## src/rtl/alu_arbiter_if.sv

```systemverilog
// alu_arbiter_if: requester, response and shared-ALU signal bundle for alu_arbiter
interface alu_arbiter_if #(parameter int inst_SIZE = 16);
  logic req0_valid, req1_valid, req0_ready, req1_ready;
  logic [2:0] req0_ctrl, req1_ctrl;
  logic [inst_SIZE-1:0] req0_a, req0_b, req1_a, req1_b;
  logic rsp0_valid, rsp1_valid, rsp0_ready, rsp1_ready;
  logic [inst_SIZE-1:0] rsp0_data, rsp1_data;
  logic rsp0_zero, rsp1_zero, rsp0_err, rsp1_err;
  logic [2:0] alu_ctrl;
  logic [inst_SIZE-1:0] alu_in0, alu_in1, alu_out;
  logic alu_zero, busy;
  modport slave (
    input req0_valid, req1_valid, req0_ctrl, req1_ctrl, req0_a, req0_b, req1_a, req1_b,
    input rsp0_ready, rsp1_ready, alu_out, alu_zero,
    output req0_ready, req1_ready, rsp0_valid, rsp1_valid, rsp0_data, rsp1_data,
    output rsp0_zero, rsp1_zero, rsp0_err, rsp1_err, alu_ctrl, alu_in0, alu_in1, busy
  );
  modport master (
    output req0_valid, req1_valid, req0_ctrl, req1_ctrl, req0_a, req0_b, req1_a, req1_b,
    output rsp0_ready, rsp1_ready, alu_out, alu_zero,
    input req0_ready, req1_ready, rsp0_valid, rsp1_valid, rsp0_data, rsp1_data,
    input rsp0_zero, rsp1_zero, rsp0_err, rsp1_err, alu_ctrl, alu_in0, alu_in1, busy
  );
endinterface

```

## src/rtl/alu_arbiter.sv

```systemverilog
// alu_arbiter: round-robin sharing of one ALU between two requesters, one op in flight
module alu_arbiter #(parameter int inst_SIZE = 16) (
  input logic clk,
  input logic rst_n,
  alu_arbiter_if.slave bus
);
  typedef enum logic [1:0] {IDLE, EXEC, RESP} state_t;
  state_t state_q, state_d;
  logic prio_q, prio_d, owner_q, owner_d, ill_q, ill_d, zero_q, zero_d, err_q, err_d;
  logic [2:0] ctrl_q, ctrl_d;
  logic [inst_SIZE-1:0] a_q, a_d, b_q, b_d, data_q, data_d;
  logic grant0, grant1, take, exec, rsp_hs, alu_en;
  always_comb begin
    grant0 = state_q == IDLE && bus.req0_valid && (!bus.req1_valid || !prio_q);
    grant1 = state_q == IDLE && bus.req1_valid && (!bus.req0_valid || prio_q);
    take = grant0 || grant1;
    exec = state_q == EXEC;
    rsp_hs = state_q == RESP && (owner_q ? bus.rsp1_ready : bus.rsp0_ready);
    alu_en = exec && !ill_q;
    state_d = take ? EXEC : exec ? RESP : rsp_hs ? IDLE : state_q;
    prio_d = rsp_hs ? !owner_q : prio_q;
    owner_d = take ? grant1 : owner_q;
    ctrl_d = take ? (grant1 ? bus.req1_ctrl : bus.req0_ctrl) : ctrl_q;
    a_d = take ? (grant1 ? bus.req1_a : bus.req0_a) : a_q;
    b_d = take ? (grant1 ? bus.req1_b : bus.req0_b) : b_q;
    ill_d = take ? ((grant1 ? bus.req1_ctrl : bus.req0_ctrl) >= 3'd5) : ill_q;
    data_d = exec ? (ill_q ? '0 : bus.alu_out) : data_q;
    zero_d = exec ? (!ill_q && bus.alu_zero) : zero_q;
    err_d = exec ? ill_q : err_q;
  end
  always_ff @(posedge clk or negedge rst_n) begin
    if (!rst_n) begin
      state_q <= IDLE;
      prio_q <= 1'b0;
      owner_q <= 1'b0;
      ill_q <= 1'b0;
      zero_q <= 1'b0;
      err_q <= 1'b0;
      ctrl_q <= '0;
      a_q <= '0;
      b_q <= '0;
      data_q <= '0;
    end else begin
      state_q <= state_d;
      prio_q <= prio_d;
      owner_q <= owner_d;
      ill_q <= ill_d;
      zero_q <= zero_d;
      err_q <= err_d;
      ctrl_q <= ctrl_d;
      a_q <= a_d;
      b_q <= b_d;
      data_q <= data_d;
    end
  end
  assign bus.req0_ready = grant0;
  assign bus.req1_ready = grant1;
  assign bus.rsp0_valid = state_q == RESP && !owner_q;
  assign bus.rsp1_valid = state_q == RESP && owner_q;
  assign bus.rsp0_data = bus.rsp0_valid ? data_q : '0;
  assign bus.rsp1_data = bus.rsp1_valid ? data_q : '0;
  assign bus.rsp0_zero = bus.rsp0_valid && zero_q;
  assign bus.rsp1_zero = bus.rsp1_valid && zero_q;
  assign bus.rsp0_err = bus.rsp0_valid && err_q;
  assign bus.rsp1_err = bus.rsp1_valid && err_q;
  assign bus.alu_ctrl = alu_en ? ctrl_q : 3'b000;
  assign bus.alu_in0 = alu_en ? a_q : '0;
  assign bus.alu_in1 = alu_en ? b_q : '0;
  assign bus.busy = state_q != IDLE;
endmodule

```

## src/flat_wrapper.sv

```systemverilog
// flat-port wrapper written by rule: the top's interface ports become plain ports
module alu_arbiter_flat 
#(parameter int inst_SIZE = 16)
  (clk, rst_n, bus_req0_valid, bus_req1_valid, bus_req0_ctrl, bus_req1_ctrl, bus_req0_a, bus_req0_b, bus_req1_a, bus_req1_b, bus_rsp0_ready, bus_rsp1_ready, bus_alu_out, bus_alu_zero, bus_req0_ready, bus_req1_ready, bus_rsp0_valid, bus_rsp1_valid, bus_rsp0_data, bus_rsp1_data, bus_rsp0_zero, bus_rsp1_zero, bus_rsp0_err, bus_rsp1_err, bus_alu_ctrl, bus_alu_in0, bus_alu_in1, bus_busy);
  alu_arbiter_if #(.inst_SIZE(inst_SIZE)) bus_i ();
  input logic clk;
  input logic rst_n;
  input wire logic [$bits(bus_i.req0_valid)-1:0] bus_req0_valid;
  input wire logic [$bits(bus_i.req1_valid)-1:0] bus_req1_valid;
  input wire logic [$bits(bus_i.req0_ctrl)-1:0] bus_req0_ctrl;
  input wire logic [$bits(bus_i.req1_ctrl)-1:0] bus_req1_ctrl;
  input wire logic [$bits(bus_i.req0_a)-1:0] bus_req0_a;
  input wire logic [$bits(bus_i.req0_b)-1:0] bus_req0_b;
  input wire logic [$bits(bus_i.req1_a)-1:0] bus_req1_a;
  input wire logic [$bits(bus_i.req1_b)-1:0] bus_req1_b;
  input wire logic [$bits(bus_i.rsp0_ready)-1:0] bus_rsp0_ready;
  input wire logic [$bits(bus_i.rsp1_ready)-1:0] bus_rsp1_ready;
  input wire logic [$bits(bus_i.alu_out)-1:0] bus_alu_out;
  input wire logic [$bits(bus_i.alu_zero)-1:0] bus_alu_zero;
  output wire logic [$bits(bus_i.req0_ready)-1:0] bus_req0_ready;
  output wire logic [$bits(bus_i.req1_ready)-1:0] bus_req1_ready;
  output wire logic [$bits(bus_i.rsp0_valid)-1:0] bus_rsp0_valid;
  output wire logic [$bits(bus_i.rsp1_valid)-1:0] bus_rsp1_valid;
  output wire logic [$bits(bus_i.rsp0_data)-1:0] bus_rsp0_data;
  output wire logic [$bits(bus_i.rsp1_data)-1:0] bus_rsp1_data;
  output wire logic [$bits(bus_i.rsp0_zero)-1:0] bus_rsp0_zero;
  output wire logic [$bits(bus_i.rsp1_zero)-1:0] bus_rsp1_zero;
  output wire logic [$bits(bus_i.rsp0_err)-1:0] bus_rsp0_err;
  output wire logic [$bits(bus_i.rsp1_err)-1:0] bus_rsp1_err;
  output wire logic [$bits(bus_i.alu_ctrl)-1:0] bus_alu_ctrl;
  output wire logic [$bits(bus_i.alu_in0)-1:0] bus_alu_in0;
  output wire logic [$bits(bus_i.alu_in1)-1:0] bus_alu_in1;
  output wire logic [$bits(bus_i.busy)-1:0] bus_busy;
  assign bus_i.req0_valid = bus_req0_valid;
  assign bus_i.req1_valid = bus_req1_valid;
  assign bus_i.req0_ctrl = bus_req0_ctrl;
  assign bus_i.req1_ctrl = bus_req1_ctrl;
  assign bus_i.req0_a = bus_req0_a;
  assign bus_i.req0_b = bus_req0_b;
  assign bus_i.req1_a = bus_req1_a;
  assign bus_i.req1_b = bus_req1_b;
  assign bus_i.rsp0_ready = bus_rsp0_ready;
  assign bus_i.rsp1_ready = bus_rsp1_ready;
  assign bus_i.alu_out = bus_alu_out;
  assign bus_i.alu_zero = bus_alu_zero;
  assign bus_req0_ready = bus_i.req0_ready;
  assign bus_req1_ready = bus_i.req1_ready;
  assign bus_rsp0_valid = bus_i.rsp0_valid;
  assign bus_rsp1_valid = bus_i.rsp1_valid;
  assign bus_rsp0_data = bus_i.rsp0_data;
  assign bus_rsp1_data = bus_i.rsp1_data;
  assign bus_rsp0_zero = bus_i.rsp0_zero;
  assign bus_rsp1_zero = bus_i.rsp1_zero;
  assign bus_rsp0_err = bus_i.rsp0_err;
  assign bus_rsp1_err = bus_i.rsp1_err;
  assign bus_alu_ctrl = bus_i.alu_ctrl;
  assign bus_alu_in0 = bus_i.alu_in0;
  assign bus_alu_in1 = bus_i.alu_in1;
  assign bus_busy = bus_i.busy;
  alu_arbiter #(.inst_SIZE(inst_SIZE)) u_core (.clk(clk), .rst_n(rst_n), .bus(bus_i));
endmodule
```

## config.mk

```make
export PLATFORM = sky130hd
export DESIGN_NAME = alu_arbiter_flat
export DESIGN_NICKNAME = d
export VERILOG_FILES = /design/src/rtl/alu_arbiter_if.sv /design/src/rtl/alu_arbiter.sv /design/src/flat_wrapper.sv
export SDC_FILE = /design/constraint.sdc
export NUM_CORES = 1
export LEC_CHECK = 0
export ABC_AREA = 1
export CAP_MARGIN = 40
export CORE_MARGIN = 5
export CORE_UTILIZATION = 43
export DETAILED_ROUTE_END_ITERATION = 8
export GPL_ROUTABILITY_DRIVEN = 0
export PLACE_DENSITY_LB_ADDON = 0.3
export SYNTH_ARGS = -nofsm -noshare
export SYNTH_HDL_FRONTEND = slang
export SYNTH_SLANG_ARGS = --single-unit
```

## constraint.sdc

```tcl
create_clock -name clk -period 4.12 [get_ports clk]
set_clock_uncertainty 0.2 [all_clocks]
set_input_delay 0.824 -clock clk [delete_from_list [all_inputs] [get_ports clk]]
set_output_delay 0.824 -clock clk [all_outputs]
set_load 0.01 [all_outputs]
```

## Word-level counts from Yosys, hierarchy flattened

Cells that the tools add are included.

| word-level totals | value |
|---|---|
| bits in registers | 58 |
| bits of input ports | 93 |
| logic and storage cells | 50 |

| cells by class | value |
|---|---|
| order comparisons | 1 |
| equality and inequality tests | 2 |
| multiplexer cells | 13 |
| reduce and logical (&&, ||, !) cells | 24 |

Operator list:

| cell | number |
|---|---|
| two-way mux 16 bit | 7 |
| logical AND 1 bit | 13 |
| two-way mux 2 bit | 3 |
| two-way mux 3 bit | 2 |
| logical NOT 1 bit | 5 |
| >= comparator 3 bit (second input constant) | 1 |
| logical OR 1 bit | 3 |
| nonzero test 3 bit | 1 |
| equality test 2 x 1 -> 1 bit (second input constant) | 1 |
| equality test 2 bit (second input constant) | 1 |
| logical NOT 2 bit | 1 |
| nonzero test 2 bit | 1 |
| two-way mux 1 bit | 1 |

## Logic depth before layout (Yosys ltp)

| depth | value |
|---|---|
| depth in word-level cells | 5 |
| depth in mapped cells | 9 |
| mapped depth without buffers | 8 |

## Worst setup path after synthesis

OpenSTA, ideal clock, no wires.

| timing | value |
|---|---|
| path type | input-to-output |
| from | input bus_req0_valid |
| to | output bus_req1_ready |
| data arrival time | 1,271 ps |
| data required time | 3,096 ps |
| slack | 1,825 ps |
| stages | 4 |
| buffers on the path | 1 |
| cell sequence | nand2_1 > nand3_2 > buf_6 > inv_1 |

| on the way | value |
|---|---|
| longest elaborated chain between the ends | 3 |

RTL lines:

| element | line | text |
|---|---|---|
| start, declared | flat_wrapper.sv:8 | `input wire logic [$bits(bus_i.req0_valid)-1:0] bus_req0_valid;` |
| logical NOT 1 bit | alu_arbiter.sv:15 | `grant1 = state_q == IDLE && bus.req1_valid && (!bus.req0_valid \|\| prio_q);` |
| logical OR 1 bit | alu_arbiter.sv:15 |  |
| logical AND 1 bit | alu_arbiter.sv:15 |  |
| end, declared | flat_wrapper.sv:21 | `output wire logic [$bits(bus_i.req1_ready)-1:0] bus_req1_ready;` |

Every way passes these cells.

## Worst setup path after layout

| timing | value |
|---|---|
| from | register u_core.state_q[1] |
| to | output bus_alu_in0[12] |

| on the way | value |
|---|---|
| longest elaborated chain between the ends | 3 |

RTL lines:

| element | line | text |
|---|---|---|
| start, declared | alu_arbiter.sv:8 | `state_t state_q, state_d;` |
| start signal, assigned | alu_arbiter.sv:44 | `state_q <= state_d;` |
| equality test 2 x 1 -> 1 bit | alu_arbiter.sv:17 | `exec = state_q == EXEC;` |
| logical AND 1 bit | alu_arbiter.sv:19 | `alu_en = exec && !ill_q;` |
| two-way mux 16 bit | alu_arbiter.sv:67 | `assign bus.alu_in0 = alu_en ? a_q : '0;` |
| end, declared | flat_wrapper.sv:31 | `output wire logic [$bits(bus_i.alu_in0)-1:0] bus_alu_in0;` |

Every way passes these cells.

==> summary.md <==
| Metric | Value |
|---|---|
| Peak VDD IR | around 0.14 mV |
| Worst-path clk slew | 60 ps |
| Synth top area share | 0.461 |
| Critical Path Source Type | flop |
| Pins Over Slew Limit | 0 |
| Final wirelength | 8880 um |
| Seq/Total Area, Yosys | 0.461 |
| Critical path startpoint | u_core.state_q[1] |
| Worst Hold Slack | between 200 and 300 ps |
| Main synth FF type | dfrtp_1 |
| RSZ-0062 raised after global routing | false |
| Die area | between 9000 and 10000 um^2 |
| Post-Syn Area | 3150 um^2 |
| Largest net degree at the start of global routing | 69 |
| Vias in the first global route | ~3200 |
| Largest family of logic cells by synthesized area | simple AND/OR/NAND/NOR gates |
| Max clock buf depth | 2 |
| Cells after DPL | roughly 700 |
| CP arrival | 2480 ps |
| Post-synthesis async set-or-reset flop share | 1.00 |
| Reg2Reg Launch Point | u_core.prio_q |
| Syn_nets | 542 |
| Core footprint | just over 7000 um^2 |
| Gates resized, CTS repair | 0 |
| Num rows | 31 |
| Setup TNS | 0 ps |
| Drt wl/cell | 12.4 um |
| Global-route wire length before repair | ~14000 um |
| Layout Cells excl Fill | 714 |
| Worst-Margin Slew | 803 ps |
| Simple-gate share of the synthesized area | 0.230 |
| Relative slew margins | 0.465 |
| All-Layer GR Usage | 0.202 |
| Synth warn | 0 |
| CTS Buf Count | 9 |
| Final period util | 0.852 |
| DR pass1 iterations | 4 |
| Hold Buf Count CTS | 0 |
| Root Buffer | clkbuf_8 |
| Post-synth EDFFs | 0 |
| Number of remaining DRC errors | 0 |
| H-tree levels | 3 |
| Max-cap viol count | 0 |
| Hold/Removal Path Class | flop to flop |
| Top-count cell post-synth | nand2_1 |
| Top cells by area, synth | dfrtp_1 46%, nand2_1 12%, inv_1 11%, nor2_1 8.9%, o21ai_0 7.0% |
| Synth Area in XOR/XNOR | 0 |
| Synth Area in Compound Gates | 0.145 |
| Synthesized area per cell | 7.01 um^2 |
| CP Capture Type | primary output |
| Post CTS Setup Buffer Count | 0 |
| Antenna cells | 0 |
| Layout cells sized above 1 | 0.0439 |
| Post-synthesis mux area share | 0 |
| PortBufs | around 170 |
| Final setup violation count | 0 |
| Leak | 2.44 nW |
| Die X-Extent | approximately 96 um |
| Die height | between 90 and 100 um |
| Status | finished clean |
| Synth Instances | 449 |
| CTS tree | done |
| Reg2Reg Setup Slack | 2250 ps |
| Vias | around 3200 |
| Final net count | 703 |
| Crit Path Max Fanout | 35 |
| Post-DRT Antenna Nets | 0 |
| Initial core utilization | 0.439 |
| CP Data Required Time | 3100 ps |
| Register bit total from synthesis | 58 |
| Post-synth top cells | 98 x nand2_1, 95 x inv_1, 75 x nor2_1 |
| I/O pin total | 169 |
| Area Overhead vs Synth | 59.8% |
| DR vias/cell | 4.51 |
| Initial DRC count | approximately 70 |
| Total count of hold-check failures in the final report | 0 |
| Antenna violations before repair | 0 |
| Largest area contributor in the netlist | dfrtp_1 |
| Residual overflow from global routing | 0 |
| Netlist cell types | 21 |
| PwrDens | 228 nW/um^2 |
| Worst-Skew Late Latency | 320 ps |
| Placed wire-length estimate | 6790 um |
| Clk sinks | 58 |
| FILL cells | 592 |
| CP Class | flop to primary output |
| Final Critical Period | 3510 ps |
| Adder-cell share of the synthesized area | 0 |
| Fmax | 285 MHz |
| Hold_sp | u_core.a_q[5] |
==> path summary, 6_finish.rpt <==
path                                    to  cells after the start
hold / removal               u_core.a_q[5]                      2
max in group asynchronous    u_core.a_q[2]                      2
setup reg to reg              u_core.ill_q                      9
hold reg to reg              u_core.a_q[5]                      2
setup / recovery           bus_alu_in0[12]                      6
min in group asynchronous   u_core.b_q[14]                      1
==> state kept, by name, summed over array words and instances (netlist names) <==
register,flops
u_core.owner_q,1
u_core.ill_q,1
u_core.zero_q,1
u_core.data_q,16
u_core.ctrl_q,3
u_core.prio_q,1
u_core.a_q,16
u_core.b_q,16
u_core.state_q,2
u_core.err_q,1
==> cells by family after synthesis <==
| logic type | Yosys count |
|---|---|
| and+or+nand+nor | 181 |
| buffers and inverters | 120 |
| AOI/OAI and AO/OA | 90 |
| DFF | 58 |
==> critical path, cell delays in order, from the launching register on <==
cell and delay, ps:
dfrtp_1 450, nor2_4 370, inv_2 120, nor2_8 260
inv_4 200, nor2_1 150, clkdlybuf4s50_1 580
==> stage by stage <==
stage | instance area, um^2 | util | worst slack [ps] | total power [mW]
after CTS | 5030 | 0.701 | 560 | 1.17
after detailed placement | 4850 | 0.676 | 863 | 0.689
after floorplan | 3150 | - | 1820 | 0.588
after global routing | 5030 | 0.701 | 385 | 1.20
final | 5030 | 0.701 | 612 | 1.15
after global placement | 4850 | 0.676 | 864 | 0.687
==> final cells by class <==
cell class | instances | area, um^2 | area share
sequential | 58 | 1450 | 0.288
inverter | 99 | 374 | 0.0743
clock inverter | 2 | 10.0 | 0.00199
multi-input combinational | 271 | 1190 | 0.236
tap | 99 | 124 | 0.0246
clock buffer | 14 | 173 | 0.0343
timing repair buffer | 171 | 1710 | 0.340
==> cells in the final DEF, fill, tap and decap left out, drive strengths merged <==
cell and count:
dfrtp 58, o22ai 1, inv 99, buf 4
clkbuf 14, a21oi 34, clkdlybuf4s50 167, o211ai 1
nand4 2, nor2 78, nand3 3, o21ai 54
clkinv 2, nand2 98
==> where the power goes <==
group	total (mW)	internal [mW]	switching (mW)
combinational	0.107	0.0783	0.0290
sequential	0.570	0.570	0
clock	0.471	0.266	0.205
==> routing by layer <==
metal  part of all wire  global-route usage
met5                  0                   0
met4              0.012              0.0723
met3               0.11              0.0734
met2               0.46               0.317
met1               0.42               0.257
(Power assumes the default switching activity.)
